### config.mk
export PLATFORM = sky130hd
export DESIGN_NAME = seq_counter
export DESIGN_NICKNAME = d
export VERILOG_FILES = /design/src/rtl/test_sequencer_counter.sv
export SDC_FILE = /design/constraint.sdc
export NUM_CORES = 1
export LEC_CHECK = 0
export ABC_AREA = 0
export CAP_MARGIN = 20
export CORE_MARGIN = 3
export CORE_UTILIZATION = 53
export CTS_BUF_LIST = sky130_fd_sc_hd__clkbuf_4
export DETAILED_ROUTE_END_ITERATION = 16
export PLACE_DENSITY = 0.82
export SYNTH_ARGS = -nofsm -noshare
export SYNTH_HDL_FRONTEND = slang
export SYNTH_SLANG_ARGS = --single-unit
### constraint.sdc
create_clock -name clk_dut -period 2.5 [get_ports clk_dut]
set_input_delay 0.5 -clock clk_dut [delete_from_list [all_inputs] [get_ports clk_dut]]
set_output_delay 0.5 -clock clk_dut [all_outputs]
set_load 0.05 [all_outputs]
### src/rtl/test_sequencer_counter.sv
// seq_counter: free-running up counter shared by the sequencer for the CAL
// wait count and the RUN/DRAIN cycle count.
//   clk_dut  in   clock
//   reset    in   asynchronous active-high reset
//   clr_i    in   synchronous clear (wins over en_i)
//   en_i     in   count enable
//   cnt_o    out  current count
module seq_counter #(
  parameter int unsigned WIDTH = 32
) (
  input  logic             clk_dut,
  input  logic             reset,
  input  logic             clr_i,
  input  logic             en_i,
  output logic [WIDTH-1:0] cnt_o
);

  logic [WIDTH-1:0] cnt_q;

  always_ff @(posedge clk_dut or posedge reset) begin
    if (reset) begin
      cnt_q <= '0;
    end else if (clr_i) begin
      cnt_q <= '0;
    end else if (en_i) begin
      cnt_q <= cnt_q + WIDTH'(1);
    end
  end

  assign cnt_o = cnt_q;

endmodule

==> impl_metrics.tcl, run 1 <==
set metrics [dict create \
    status "completed" \
    num_antenna_cells 0 \
    max_slew_margin_pct 65.7 \
    overflow 0 \
    crit_path_cell_trace "clkdlybuf4s50_1, o2111ai_2, or3_1, buf_4, or4_1, a21oi_1" \
    leakage_nw 0.851 \
    max_freq_mhz 439 \
    power_frac_clock_pct 34.5 \
    worst-path-buf-inv 2 \
    crit_family "simple AND/OR/NAND/NOR gates" \
    worst_slack_ns 0.222 \
    core_area_sq_um 3100 \
    synth.lib_cells_used.distinct 33 \
    yosys.area.top_type_share_pct 45.8 \
    die_w_um 63.5 \
    route.detailed.drc 0 \
    final-hold-violation-count 0 \
    rows 20 \
    syn2layout_area_growth_pct 27.1 \
    path_clk_slew_ns 0.10 \
    clk_path_buf_depth 2 \
    required_ns 2.77 \
    min_period_ns 2.28 \
    cts_tree "yes" \
    synth_compound_area_share_pct 8.73 \
    critPathSlowestCell "or4_1" \
    synth_top_area_cell "dfrtp_1" \
    power.switching_uw 226 \
    largest_reg_flops 32 \
    synth_top_family_by_area "simple AND/OR/NAND/NOR gates" \
    track_usage_pct 22.7 \
    ys_top_cells_by_count "dfrtp_1, nor2_1, nand2_1" \
    dr_total_vias 1556 \
    drive_above_1_share_pct 12.4 \
    post-cts-setup-buffer-count 0 \
    ctsHoldBuffers 0 \
    skew_ns 0.00752 \
    ctsRootBufferMaster "clkbuf_4" \
    rrSetupSlack_ns 0.23 \
    ant_nets 0 \
    grt_pass1_vias 1563 \
    cts_buffers 5 \
    gp_congestion 0.842 \
    worstSetupEndpointType "flip-flop" \
    synthAdderAreaFrac_pct 0.715 \
    num-fill-cells 272 \
    regToRegEndpoint "cnt_o[26]$_DFFE_PP0P_" \
    synth-edff-count 0 \
    synth_ff_type "dfrtp_1" \
    floorplan.initialDensity_pct 56.4 \
    crit_arrival_ns 2.55 \
    setup_violations 0 \
    grt_start_max_net_pins 40 \
    r2r_cells 4 \
    p_seq_share_pct 58.8 \
    start_kind "input port" \
    rsz0062_at_grt "false" \
    drtIter0Drc 100 \
    final_max_slew_viol_count 0 \
    pwr-share-comb_pct 6.7 \
    antenna_found_initial 0 \
    fin_nets 230 \
    wl_per_cell_um 15.1 \
    met1_usage_pct 29.0 \
    synth-async-reset-ratio_pct 100 \
    synthTopCellsByArea "dfrtp_1, nor2_1, or4_1" \
    p_int_uw 669 \
    cts.htree.levels 2 \
    ir_drop_mv 0.306 \
    setup_tns_ns 0 \
    crit_type "input port to flip-flop" \
    finalCritPeriodShare_pct 91.1 \
    wl_mm 4.08 \
    dieArea_sq_um 4030 \
    p_total_uw 895 \
    synth-simple-area-share_pct 29.0 \
    ioPinCount 36 \
    place_ws_ns -0.112 \
    worst_pin_slew_ns 0.513 \
    ys.warnings.count 0 \
    met3_usage_pct 6.24 \
    clk_latency_ns 0.34 \
    syn_area_sq_um 1750 \
    dr.pass1.iters 4 \
    syn_nets 189 \
    synth_seq_area_share_pct 45.8 \
    dp_hpwl_mm 2.86 \
    cts_resized 0 \
    finish.instance_area_sq_um 2220 \
    numClockSinks 32 \
    drt-vias-per-instance 5.76 \
    ys_ff_latch 32 \
    synth_cells 184 \
    min_path_type "input port to asynchronous set/reset pin" \
    port_buffers 35 \
    placed_area_sq_um 2170 \
    muxShareOfSynthArea_pct 5.08 \
    powerDensity_nw_per_um2 403 \
    p_sw_share_pct 25.2 \
    busiest_layer "met2" \
    grt_pass1_wl_mm 7.22 \
    synth-xor-area-share_pct 6.01 \
    grtUsageMet2_pct 36.6 \
    slowest_delay_ns 0.50 \
    synth.most_common_cell "dfrtp_1" \
    rr_startpoint "cnt_o[8]$_DFFE_PP0P_" \
    die_h_um 63.5 \
    maxCapViolations 0 \
    path_max_fanout 6 \
    avgSynthCellArea_sq_um 9.51 \
]
[power groups by stage]
stage                     registers [mW]  clock network [mW]  logic [mW]
after floorplan                    0.547                   0      0.0281
after global placement             0.536                   0      0.0593
after detailed placement           0.536                   0      0.0614
after CTS                          0.526               0.312      0.0616
after global routing               0.527               0.347      0.0667
final                              0.526               0.309      0.0602
[through the flow]
stage               hold slack (ns)  utilization (%)  cells
floorplan                     0.616                -    184
global placement              0.543             69.8    262
CTS                           0.546             71.7    270
finish                        0.528             71.7    270
detailed placement            0.552             69.8    262
global route                  0.569             71.7    270
[worst reg2reg max path: cells and delay by family, from the launching register on]
| kind | cells | cell delay, ns |
|---|---|---|
| multiplexers | 1 | 0.38 |
| AND/OR/NAND/NOR | 3 | 1.31 |
| flip-flops | 1 | 0.47 |
[metal layers]
metal / vias up / routed length [um]
met3: 6 / 219
met1: 749 / 1820
met5: - / 0
li1: 749 / -
met2: 52 / 1990
met4: 0 / 54
[area by class of cell]
cell class                      count  area [sq um]  area share [%]
Sequential cell                    32           801            36.0
Timing Repair Buffer               45           425            19.1
Multi-Input combinational cell    136           867            39.0
Clock inverter                      1          3.75           0.169
Tap cell                           44          55.1            2.48
Clock buffer                        7          52.6            2.36
Inverter                            5          18.8           0.844
[cell families (layout without fill, tap and decap cells)]
| kind of cell | after synthesis | count (layout) |
|---|---|---|
| xor+xnor | 12 | 12 |
| flops | 32 | 32 |
| buf+inv | 16 | 58 |
| simple gates | 90 | 90 |
| compound gates | 25 | 25 |
| fa+ha+maj | 1 | 1 |
| mux | 8 | 8 |
[worst max path at each step]
stage / to / startpoint / cells after the start / slack [ns]
after floorplan: cnt_o[26]$_DFFE_PP0P_ / cnt_o[0]$_DFFE_PP0P_ / 7 / 0.05
after CTS: cnt_o[26]$_DFFE_PP0P_ / cnt_o[8]$_DFFE_PP0P_ / 4 / 0.22
after global routing: cnt_o[26]$_DFFE_PP0P_ / cnt_o[8]$_DFFE_PP0P_ / 4 / 0.09
after global placement: cnt_o[22]$_DFFE_PP0P_ / clr_i / 6 / -0.05
final: cnt_o[24]$_DFFE_PP0P_ / clr_i / 6 / 0.22
after detailed placement: cnt_o[24]$_DFFE_PP0P_ / clr_i / 6 / -0.11
[cells in the final DEF, fill, tap and decap left out]
master / instances
dfrtp_1: 32
nand4bb_1: 1
mux2_2: 6
ha_1: 1
o2111ai_2: 1
nand4_1: 10
mux2_1: 1
nor3_1: 5
or4_1: 9
or2_2: 2
and3_1: 1
o31ai_1: 7
o21ai_0: 5
nor2b_1: 7
xor2_1: 5
xnor2_1: 7
clkbuf_4: 7
and4_1: 2
nand3_1: 3
or3_1: 6
buf_4: 10
a21oi_1: 12
nor2_1: 20
nor4_4: 1
mux2i_1: 1
nor4_1: 6
or4_4: 1
clkdlybuf4s50_1: 35
inv_1: 5
nor3b_1: 1
nand2_1: 15
clkinv_1: 1
No activity file was read; power rests on OpenSTA's default activity.
==> inputs of run 2 (changes only) <==
CORE_UTILIZATION = 25   (was 53)
GPL_TIMING_DRIVEN = 0   (was unset)
PLACE_DENSITY = unset   (was 0.82)
==> run 2 against run 1 <==
Effect of this change: final area increased by 3.6%; clock power barely moved; core utilization decreased by 37 points; critical path depth is 1 lower; wire length is 12% higher; sequential power about the same; via count down 0.26%; combinational power rose by 9.3%; setup slack got worse by 0.10 ns; sequential share of layout area is 1.3 points lower; clock skew up 0.00057 ns; flip-flop and latch count is the same.
==> impl_metrics.tcl, run 2 (same netlist as run 1, synthesis figures left out) <==
set metrics [dict create \
    cts_buffers 5 \
    regToRegEndpoint "cnt_o[30]$_DFFE_PP0P_" \
    fin_nets 230 \
    maxCapViolations 0 \
    max_freq_mhz 420 \
    placed_area_sq_um 2230 \
    grt_pass1_vias 1568 \
    pwr-share-comb_pct 7.3 \
    rrSetupSlack_ns 0.12 \
    min_period_ns 2.38 \
    wl_mm 4.57 \
    floorplan.initialDensity_pct 26.6 \
    status "completed" \
    dp_hpwl_mm 3.27 \
    grt_pass1_wl_mm 7.62 \
    worst_pin_slew_ns 0.613 \
    r2r_cells 5 \
    layout_common_cells "clkdlybuf4s50_1, dfrtp_1, nor2_1" \
    worstHoldEndpoint "cnt_o[0]$_DFFE_PP0P_" \
    leakage_nw 0.853 \
    worst_slack_ns 0.119 \
    crit_type "flip-flop to flip-flop" \
    p_sw_share_pct 25.4 \
    port_buffers 34 \
    ir_drop_mv 0.205 \
    grt_start_max_net_pins 21 \
    final_max_slew_viol_count 0 \
    required_ns 2.72 \
    max_slew_margin_pct 59.1 \
    drt-vias-per-instance 4.87 \
    skew_ns 0.00809 \
    route.detailed.drc 0 \
    cts_tree "yes" \
    die_w_um 89.6 \
    finish.instance_area_sq_um 2300 \
    path_clk_slew_ns 0.10 \
    dr_total_vias 1552 \
    path_max_fanout 9 \
    largest_reg_flops 32 \
    p_seq_share_pct 58.5 \
    syn2layout_area_growth_pct 31.7 \
    dieArea_sq_um 8040 \
    whs_path_depth 3 \
    final_common_cell "clkdlybuf4s50_1" \
    p_total_uw 900 \
    die_h_um 89.6 \
    post-cts-setup-buffer-count 0 \
    hold_start "en_i" \
    numClockSinks 32 \
    power.switching_uw 229 \
    antenna_found_initial 0 \
    core_area_sq_um 6570 \
    track_usage_pct 12.5 \
    drive_above_1_share_pct 11.5 \
    gp_congestion 0.776 \
    powerDensity_nw_per_um2 391 \
    crit_arrival_ns 2.60 \
    place_ws_ns -0.398 \
    clk_latency_ns 0.33 \
    setup_tns_ns 0 \
    rows 29 \
    rsz0062_at_grt "false" \
    worstSetupEndpointType "flip-flop" \
    num_antenna_cells 0 \
    wl_per_cell_um 14.3 \
    start_kind "flip-flop" \
    dr.pass1.iters 4 \
    rr_startpoint "cnt_o[9]$_DFFE_PP0P_" \
    final-hold-violation-count 0 \
    setup_violations 0 \
    power_frac_clock_pct 34.2 \
    min_path_type "input port to flip-flop" \
    num-fill-cells 684 \
    clk_path_buf_depth 2 \
    stdcell_count 319 \
    drtIter0Drc 142 \
    ctsHoldBuffers 0 \
    dpl.cell_count 312 \
    cts.htree.levels 2 \
    ctsRootBufferMaster "clkbuf_4" \
    overflow 0 \
    ant_nets 0 \
    finalCritPeriodShare_pct 95.2 \
    p_int_uw 671 \
    ioPinCount 36 \
]
## run 2: cell types whose count changed in the layout (fill, tap and decap cells not counted), sizes merged
cell	change
clkdlybuf4s50	-2
dlymetal6s2s	+1
buf	-2
clkbuf	+3
## run 2: power groups by stage
stage | sequential, mW | clock [mW] | combinational [mW]
after floorplan | 0.547 | 0 | 0.0281
after global placement | 0.537 | 0 | 0.0610
after detailed placement | 0.537 | 0 | 0.0673
after CTS | 0.527 | 0.323 | 0.0676
after global routing | 0.527 | 0.345 | 0.0726
final | 0.526 | 0.308 | 0.0658
## run 2: routing by layer
metal	vias up	wire [um]	track usage [%]
met5	-	0	0
met4	0	60	4.06
met2	35	2110	19.3
met1	765	2210	17.1
met3	8	187	3.01
li1	744	-	-
## run 2: final cells by class
class / count / area [sq um] / area share [%]
clock inverter: 1 / 3.75 / 0.163
sequential: 32 / 801 / 34.8
multi-input combinational: 136 / 880 / 38.2
tap: 93 / 116 / 5.05
inverter: 5 / 18.8 / 0.815
clock buffer: 7 / 52.6 / 2.28
timing repair buffer: 35 / 370 / 16.1
buffer: 10 / 61.3 / 2.66
## run 2: worst max-delay path, stage by stage, from the launching register on
cell     delay (ns)
dfrtp_1        0.50
nand4_1        0.22
or4_1          0.55
buf_2          0.19
nor4_1         0.43
mux2_2         0.39
## run 2: how the worst max path moves through the flow
stage                                     from               endpoint  slack, ns  cells past startpoint
after CTS                                clr_i  cnt_o[28]$_DFFE_PP0P_       0.02                      7
final                     cnt_o[9]$_DFFE_PP0P_  cnt_o[30]$_DFFE_PP0P_       0.12                      5
after global placement                   clr_i  cnt_o[26]$_DFFE_PP0P_      -0.37                      7
after detailed placement                 clr_i  cnt_o[28]$_DFFE_PP0P_      -0.40                      7
after floorplan           cnt_o[0]$_DFFE_PP0P_  cnt_o[26]$_DFFE_PP0P_       0.05                      7
after global routing      cnt_o[0]$_DFFE_PP0P_  cnt_o[28]$_DFFE_PP0P_       0.05                      6
## run 2: what timing repair did
action | CTS | global route
resized for setup | 3 | 1
setup endpoints to repair | 2 | 5
pin swaps | 0 | 0
hold endpoints to repair | 0 | 0
## run 2: stage by stage
stage / hold WS, ns / utilization [%]
floorplan: 0.616 / -
global placement: 0.550 / 33.6
detailed placement: 0.565 / 34.0
CTS: 0.486 / 35.1
global route: 0.495 / 35.1
finish: 0.492 / 35.1
==> inputs of run 3 (changes only) <==
ABC_AREA = unset   (was 0)
==> results of run 3 <==
Same layout as run 2: the final DEF is identical, and so are final timing and power.
